--- config.mk ---
export PLATFORM = sky130hd
export DESIGN_NAME = result_drain_fsm
export DESIGN_NICKNAME = d
export VERILOG_FILES = /design/src/rtl/drain_pkg.sv /design/src/rtl/result_drain_fsm_word_shift_reg.sv /design/src/rtl/result_drain_fsm.sv
export SDC_FILE = /design/constraint.sdc
export NUM_CORES = 1
export LEC_CHECK = 0
export ABC_AREA = 1
export CORE_UTILIZATION = 40
export CTS_CLUSTER_SIZE = 10
export DETAILED_ROUTE_END_ITERATION = 8
export HOLD_SLACK_MARGIN = 0.03
export PLACE_DENSITY_LB_ADDON = 0.2
export SLEW_MARGIN = 15
export SYNTH_ARGS = -nofsm -noshare
export SYNTH_HDL_FRONTEND = slang
export SYNTH_SLANG_ARGS = --single-unit
--- constraint.sdc ---
create_clock -name clk_i -period 20.2 [get_ports clk_i]
set_input_delay 2.02 -clock clk_i [delete_from_list [all_inputs] [get_ports clk_i]]
set_output_delay 2.02 -clock clk_i [all_outputs]
set_load 0.05 [all_outputs]
--- src/rtl/drain_pkg.sv ---
// Shared types and constants for the result drain path.
package drain_pkg;

    // Word width shared with the array loader.
    localparam int WORD_W = 77;

    // Drain controller states.
    typedef enum logic [1:0] {
        IDLE    = 2'd0,
        CAPTURE = 2'd1,
        SEND    = 2'd2,
        DONE    = 2'd3
    } drain_state_e;

endpackage

--- src/rtl/result_drain_fsm_word_shift_reg.sv ---
// word_shift_reg: Dim-deep parallel-load register that shifts toward its head.
// The head is element Dim-1, so a freshly loaded column leaves in the order
// data_i[Dim-1], data_i[Dim-2], ..., data_i[0]. Vacated slots fill with zero.
module word_shift_reg #(
    parameter int Dim = 4,
    parameter int W   = 77
) (
    input  logic                  clk_i,
    input  logic                  rst_i,
    input  logic                  load_i,
    input  logic                  shift_i,
    input  logic [Dim-1:0][W-1:0] data_i,
    output logic [W-1:0]          head_o
);

    logic [Dim-1:0][W-1:0] r_buf;

    // Parallel load has priority; otherwise move every word one slot toward the head.
    always_ff @(posedge clk_i or posedge rst_i) begin
        if (rst_i) begin
            r_buf <= '0;
        end else if (load_i) begin
            r_buf <= data_i;
        end else if (shift_i) begin
            for (int k = Dim - 1; k > 0; k--) begin
                r_buf[k] <= r_buf[k-1];
            end
            r_buf[0] <= '0;
        end else begin
            r_buf <= r_buf;
        end
    end

    assign head_o = r_buf[Dim-1];

endmodule

--- src/rtl/result_drain_fsm.sv ---
// result_drain_fsm: reads the compute array one column at a time and streams
// each column out word by word over a valid/ready link.
// Optional feature macro: RESULT_DRAIN_LAST_EN adds last_o (last word of a column).
module result_drain_fsm
    import drain_pkg::*;
#(
    parameter int Dim = 4,
    parameter int W   = WORD_W
) (
    input  logic                  clk_i,
    input  logic                  rst_i,
    input  logic                  start_i,
    input  logic [Dim-1:0][W-1:0] data_col_i,
    output logic [Dim-1:0]        col_rd_o,
    output logic [W-1:0]          word_o,
    output logic                  word_v_o,
    input  logic                  word_r_i,
    output logic                  busy_o,
`ifdef RESULT_DRAIN_LAST_EN
    output logic                  last_o,
`endif
    output logic                  done_o
);

    localparam int                CNT_W    = $clog2(Dim + 1);
    localparam logic [CNT_W-1:0]  LAST_IDX = CNT_W'(Dim - 1);

    drain_state_e     r_state;
    logic [CNT_W-1:0] r_col_cnt;
    logic [CNT_W-1:0] r_row_cnt;
    logic [Dim-1:0]   r_col_rd;
    logic             r_word_v;
    logic             r_busy;
    logic             r_done;

    logic             w_load;
    logic             w_xfer;
    logic             w_last_row;
    logic             w_last_col;
    logic [W-1:0]     w_head;

    // One-hot decode of a column index.
    function automatic logic [Dim-1:0] col_onehot(input logic [CNT_W-1:0] idx);
        logic [Dim-1:0] v;
        for (int k = 0; k < Dim; k++) begin
            v[k] = (idx == CNT_W'(k));
        end
        return v;
    endfunction

    assign w_load     = (r_state == CAPTURE);
    assign w_xfer     = (r_state == SEND) && r_word_v && word_r_i;
    assign w_last_row = (r_row_cnt == LAST_IDX);
    assign w_last_col = (r_col_cnt == LAST_IDX);

    word_shift_reg #(
        .Dim (Dim),
        .W   (W)
    ) u_buf (
        .clk_i   (clk_i),
        .rst_i   (rst_i),
        .load_i  (w_load),
        .shift_i (w_xfer),
        .data_i  (data_col_i),
        .head_o  (w_head)
    );

    // Drain controller: state, counters and all registered handshake/status outputs.
    always_ff @(posedge clk_i or posedge rst_i) begin
        if (rst_i) begin
            r_state   <= IDLE;
            r_col_cnt <= '0;
            r_row_cnt <= '0;
            r_col_rd  <= '0;
            r_word_v  <= 1'b0;
            r_busy    <= 1'b0;
            r_done    <= 1'b0;
        end else begin
            case (r_state)
                IDLE, DONE: begin
                    if (start_i) begin
                        r_state   <= CAPTURE;
                        r_col_cnt <= '0;
                        r_col_rd  <= col_onehot('0);
                        r_busy    <= 1'b1;
                        r_done    <= 1'b0;
                    end else begin
                        r_state <= r_state;
                    end
                end
                CAPTURE: begin
                    // The strobe lasts this single cycle; the buffer loads at its end.
                    r_state   <= SEND;
                    r_col_rd  <= '0;
                    r_row_cnt <= '0;
                    r_word_v  <= 1'b1;
                end
                SEND: begin
                    if (w_xfer) begin
                        if (w_last_row) begin
                            r_word_v <= 1'b0;
                            if (w_last_col) begin
                                r_state <= DONE;
                                r_busy  <= 1'b0;
                                r_done  <= 1'b1;
                            end else begin
                                r_state   <= CAPTURE;
                                r_col_cnt <= r_col_cnt + CNT_W'(1);
                                r_col_rd  <= col_onehot(r_col_cnt + CNT_W'(1));
                            end
                        end else begin
                            r_row_cnt <= r_row_cnt + CNT_W'(1);
                        end
                    end else begin
                        r_state <= SEND;
                    end
                end
                default: begin
                    r_state   <= IDLE;
                    r_col_cnt <= '0;
                    r_row_cnt <= '0;
                    r_col_rd  <= '0;
                    r_word_v  <= 1'b0;
                    r_busy    <= 1'b0;
                    r_done    <= 1'b0;
                end
            endcase
        end
    end

`ifdef RESULT_DRAIN_LAST_EN
    logic r_last;

    // Flags the word currently offered when it is the final row of its column.
    always_ff @(posedge clk_i or posedge rst_i) begin
        if (rst_i) begin
            r_last <= 1'b0;
        end else if (r_state == CAPTURE) begin
            r_last <= (LAST_IDX == '0);
        end else if (w_xfer) begin
            r_last <= !w_last_row && ((r_row_cnt + CNT_W'(1)) == LAST_IDX);
        end else if (r_state == SEND) begin
            r_last <= r_last;
        end else begin
            r_last <= 1'b0;
        end
    end

    assign last_o = r_last;
`endif

    assign col_rd_o = r_col_rd;
    assign word_o   = w_head;
    assign word_v_o = r_word_v;
    assign busy_o   = r_busy;
    assign done_o   = r_done;

endmodule

; Yosys cells after proc, flatten, opt, wreduce, memory -nomap -nowiden
; Cells that the tools add are included.
[classes]
addsub = 2
eq_ne = 15
muxes = 33
reduce_logical = 14
[ops]
columns = op, n
row1 = $mux 308, 2
row2 = $mux 3, 6
row3 = $mux 4, 4
row4 = $eq 3x2->1 const B, 4
row5 = $pmux 3 s2, 2
row6 = $pmux 4 s3, 1
row7 = $mux 1, 10
row8 = $ne 2x2->1 const B, 5
row9 = $reduce_and 5->1, 2
row10 = $mux 2, 4
row11 = $add 3x1->3 const B, 2
row12 = $pmux 1 s2, 3
row13 = $pmux 2 s3, 1
row14 = $reduce_and 3->1, 2
row15 = $reduce_bool 2->1, 3
row16 = $eq 2x2->1 const B, 2
row17 = $reduce_and 4->1, 1
row18 = $eq 3x1->1 const B, 1
row19 = $logic_not 3->1, 1
row20 = $ne 3x3->1 const B, 1
row21 = $eq 2x1->1 const B, 1
row22 = $logic_and 1x1->1, 2
row23 = $logic_not 2->1, 1
row24 = $ne 2x1->1 const B, 1
row25 = 2 further kinds, 2
[totals]
regBits = 323
input_bits = 312
out_inout_bits = 84
wordCells = 75

; Depth between registers and ports, before layout
[logic_depth]
depth_word = 6
depth_mapped = 10
ltp_nobuf = 8

; Modules after synthesis
; Synthesis repeated with hierarchy kept, for this count alone.
[hier_totals]
cells_unflattened = 1784
hier_area_um2 = 14757.9
[by_module_without_submodules]
columns = module, n_inst, cells_per_inst, area_per_inst_um2, seq_area_each_um2
row1 = word_shift_reg, 1, 1662, 13819.5, 7707.4
row2 = result_drain_fsm, 1, 122, 938.4, 375.4

; Least setup slack after synthesis
; Ideal clock, no wire load.
[synth_timing]
path_kind = input-to-reg
from = input word_r_i
to = register u_buf.r_buf (netlist bit u_buf.head_o[25])
setup_ns = 0.124
arrival_time_ns = 2.742
required_time_ns = 20.076
setup_slack_ns = 17.334
path_stages = 7
path_buffers = 2
path_cell_list = nand3_2 nand2_2 inv_2 buf_4 buf_2 nand2_1 nand3_1
[synth_via]
elab_chain_cells = 2
[synth_lines]
columns = element, line
row1 = start: declaration, result_drain_fsm.sv:17  ; input logic word_r_i,
row2 = $logic_and 1x1->1, result_drain_fsm.sv:52  ; assign w_xfer = (r_state == SEND) && r_word_v && word_r_i;
row3 = $reduce_bool 2->1 (no line), n/a
row4 = end signal: assignment, result_drain_fsm_word_shift_reg.sv:23  ; r_buf <= data_i;
row5 = end signal: indexed assignment, result_drain_fsm_word_shift_reg.sv:26  ; r_buf[k] <= r_buf[k-1];
row6 = end signal: assignment, result_drain_fsm_word_shift_reg.sv:30  ; r_buf <= r_buf;
row7 = end: declaration, result_drain_fsm_word_shift_reg.sv:16  ; logic [Dim-1:0][W-1:0] r_buf;
; Every way passes these cells.
; A chain may end at the register's enable or synchronous reset.

; Worst setup path after layout
[layout_timing]
from = input word_r_i
to = register u_buf.r_buf[16] in the netlist's numbering
; The elaborated chain is that of the path after synthesis.

==> metrics <==
layout cells sized above 1 2.90%; htree depth 2; Finish-stage setup viols 0; Die Y between 150 and 200 microns; clock skew roughly 0.012 ns; pre-CTS setup slack roughly 15 ns; max-cap viol count 0; min cycle time layout just under 5 ns; WS Path Type input port to flip-flop; routability cong. about 0.85; Crit Path Max Fanout 102; post-synth top area cell dfrtp_1; Critical Path Sink Type flip-flop; post-CTS sizing 0; max frequency a little over 200 MHz; Mapped Cells about 1.8k; Max clock buf depth 3; TritonCTS clock tree done; global route hottest layer met2; DIE WIDTH ~190 microns; number of global-route vias before repair ~13k; Yosys cell types 17; global routing usage on met3 roughly 3.7%; startpoint types input port; peak supply drop between 0.1 and 0.15 mV; final hold violations 0; RSZ-0062 raised after global routing no; arrival time of the worst setup path between 5 and 6 ns; leakage power 8.98 nW; placed insts roughly 2.5k; vias between 10k and 15k; Avg Inst Size Synth about 8.4 sq um; Area contributors post-synth dfrtp_1, nand2_1, nand3_1, buf_4, o211ai_1; worst hold slack approximately 0.47 ns; setup TNS 0 ns; Core Box Area ~37000 sq um; worst setup margin around 15 ns; WL/cell ~17 microns; final-stage net count between 2k and 2.5k; vias per std cell slightly above 5; first-pass GRT wire length roughly 68000 microns; top cell type's share of synthesized area 54.2%; die area approximately 38000 sq um; Post-CTS Hold Fix Bufs 0; 1st-pass router iterations 5; Final ANT Viol Nets 0; fill count 3439; clock root buffer clkbuf_16; Final Total Pwr 3.18 mW; post-CTS setup buffer count 0; Worst-path clk slew 0.05 ns; GR Layer Usage met2 36.1%; Detailed Route WL 42600 microns; Synthesized Nets 2104; initial antenna violation count 5; Total GRT Usage approximately 22%; DRC 0; Synth Warn # 0; grt total ovfl 0; HP Class flip-flop to flip-flop; drt initial violations ~960; # IOs ~400; DP HPWL 27500 microns; final cell count without fillers between 2k and 3k; CTS sink cnt around 320; run status completed; P&R area growth vs syn 30.6%; Slew HR a little under a quarter; worst path required time approximately 21 ns; Pins Over Slew Limit 0; met1 GRT Util 30.5%; sequential share of the synthesized area around 54%; cts bufs inserted 38; clk_lat worst skew approximately 0.52 ns; Cell Pwr Density 164 nW/um^2; Worst-Margin Slew 1.14 ns; I/O Buffers 395; largest net degree at the start of global routing roughly 140; Synth Cell Area ~15000 sq um; floorplan row count 70; #FFs+latches synth between 300 and 400; Starting Density 40.7%; Tcrit/Tclk final about a quarter
where the power goes:
part | total, mW | internal (mW) | switching (mW)
clock | 0.613 | 0.362 | 0.251
combinational | 1.43 | 0.449 | 0.977
sequential | 1.14 | 0.966 | 0.177
total | 3.18 | 1.78 | 1.41
worst max-delay path: stages:
cell and delay (ns):
clkdlybuf4s50_1 0.46, nand3_2 0.20, nand2_4 0.57, inv_6 0.89, buf_4 0.78, nand2_1 0.16
nand2_1 0.10
layout by cell type, fill, tap and decap left out, drive strengths merged:
cell           synthesis  routed
nand2                660     660
nand3                401     401
clkdlybuf4s50          0     395
dfrtp                323     323
inv                   94      94
o211ai                77      77
clkbuf                40      47
nor2                  11      11
ha                    11      11
buf                  156       9
diode                  0       5
o21ai                  3       3
nand4                  2       2
a21oi                  2       2
or2                    1       1
cell type report:
| type | instances | area, sq um | share of cell area (%) |
|---|---|---|---|
| Multi-Input combinational cell | 1168 | 5310 | 27.3 |
| Sequential cell | 323 | 8080 | 41.5 |
| Inverter | 94 | 378 | 1.94 |
| Timing Repair Buffer | 404 | 4030 | 20.7 |
| Clock buffer | 47 | 1060 | 5.44 |
| Antenna cell | 5 | 12.5 | 0.0643 |
| Tap cell | 468 | 586 | 3.01 |
state kept, by name, indices dropped and copies added (netlist names):
register,cells
busy_o,1
col_rd_o,4
done_o,1
r_col_cnt,3
r_row_cnt,3
r_state,2
u_buf.head_o,77
u_buf.r_buf,231
word_v_o,1
path summary, 6_finish.rpt:
check / slack [ns] / start / to / cells past startpoint
setup / recovery: 15.31 / word_r_i / u_buf.r_buf[16]$_DFFE_PP0P_ / 7
hold / removal: 0.47 / u_buf.r_buf[50]$_DFFE_PP0P_ / u_buf.r_buf[50]$_DFFE_PP0P_ / 2
max in group asynchronous: 16.57 / rst_i / u_buf.r_buf[103]$_DFFE_PP0P_ / 3
setup reg to reg: 15.97 / r_state[1]$_DFFE_PP0P_ / u_buf.r_buf[16]$_DFFE_PP0P_ / 8
hold reg to reg: 0.47 / u_buf.r_buf[50]$_DFFE_PP0P_ / u_buf.r_buf[50]$_DFFE_PP0P_ / 2
min in group asynchronous: 2.09 / rst_i / u_buf.r_buf[219]$_DFFE_PP0P_ / 2
cells by family after synthesis:
logic type / after synthesis / share of synthesized area (%)
flip-flops: 323 / 54.2
adder cells (fa/ha/maj): 11 / 0.924
AND/OR/NAND/NOR: 1075 / 30.6
AO/OA/AOI/OAI: 82 / 4.05
buffers and inverters: 290 / 10.2
synthesized netlist by cell type:
library cell,count
dfrtp_1,323
o211ai_1,77
a21oi_1,2
buf_2,60
nand3_2,1
ha_1,11
nor2_1,11
or2_2,1
inv_1,91
nand3_1,400
nand2_2,1
o21ai_0,3
nand4_1,2
nand2_1,659
clkbuf_1,40
buf_4,96
inv_2,3
metal layers:
metal  wire [microns]  up-vias
met3             2480       60
met1            18800     6176
met4             1050        0
met5                0        -
met2            20300      385
li1                 -     6168
stage by stage:
stage                     utilization, %  area (sq um)
after floorplan                        -         14900
after global placement              50.2         18400
after detailed placement            50.2         18400
after CTS                           53.1         19400
after global routing                53.2         19500
final                               53.2         19500
(Power assumes the default switching activity.)
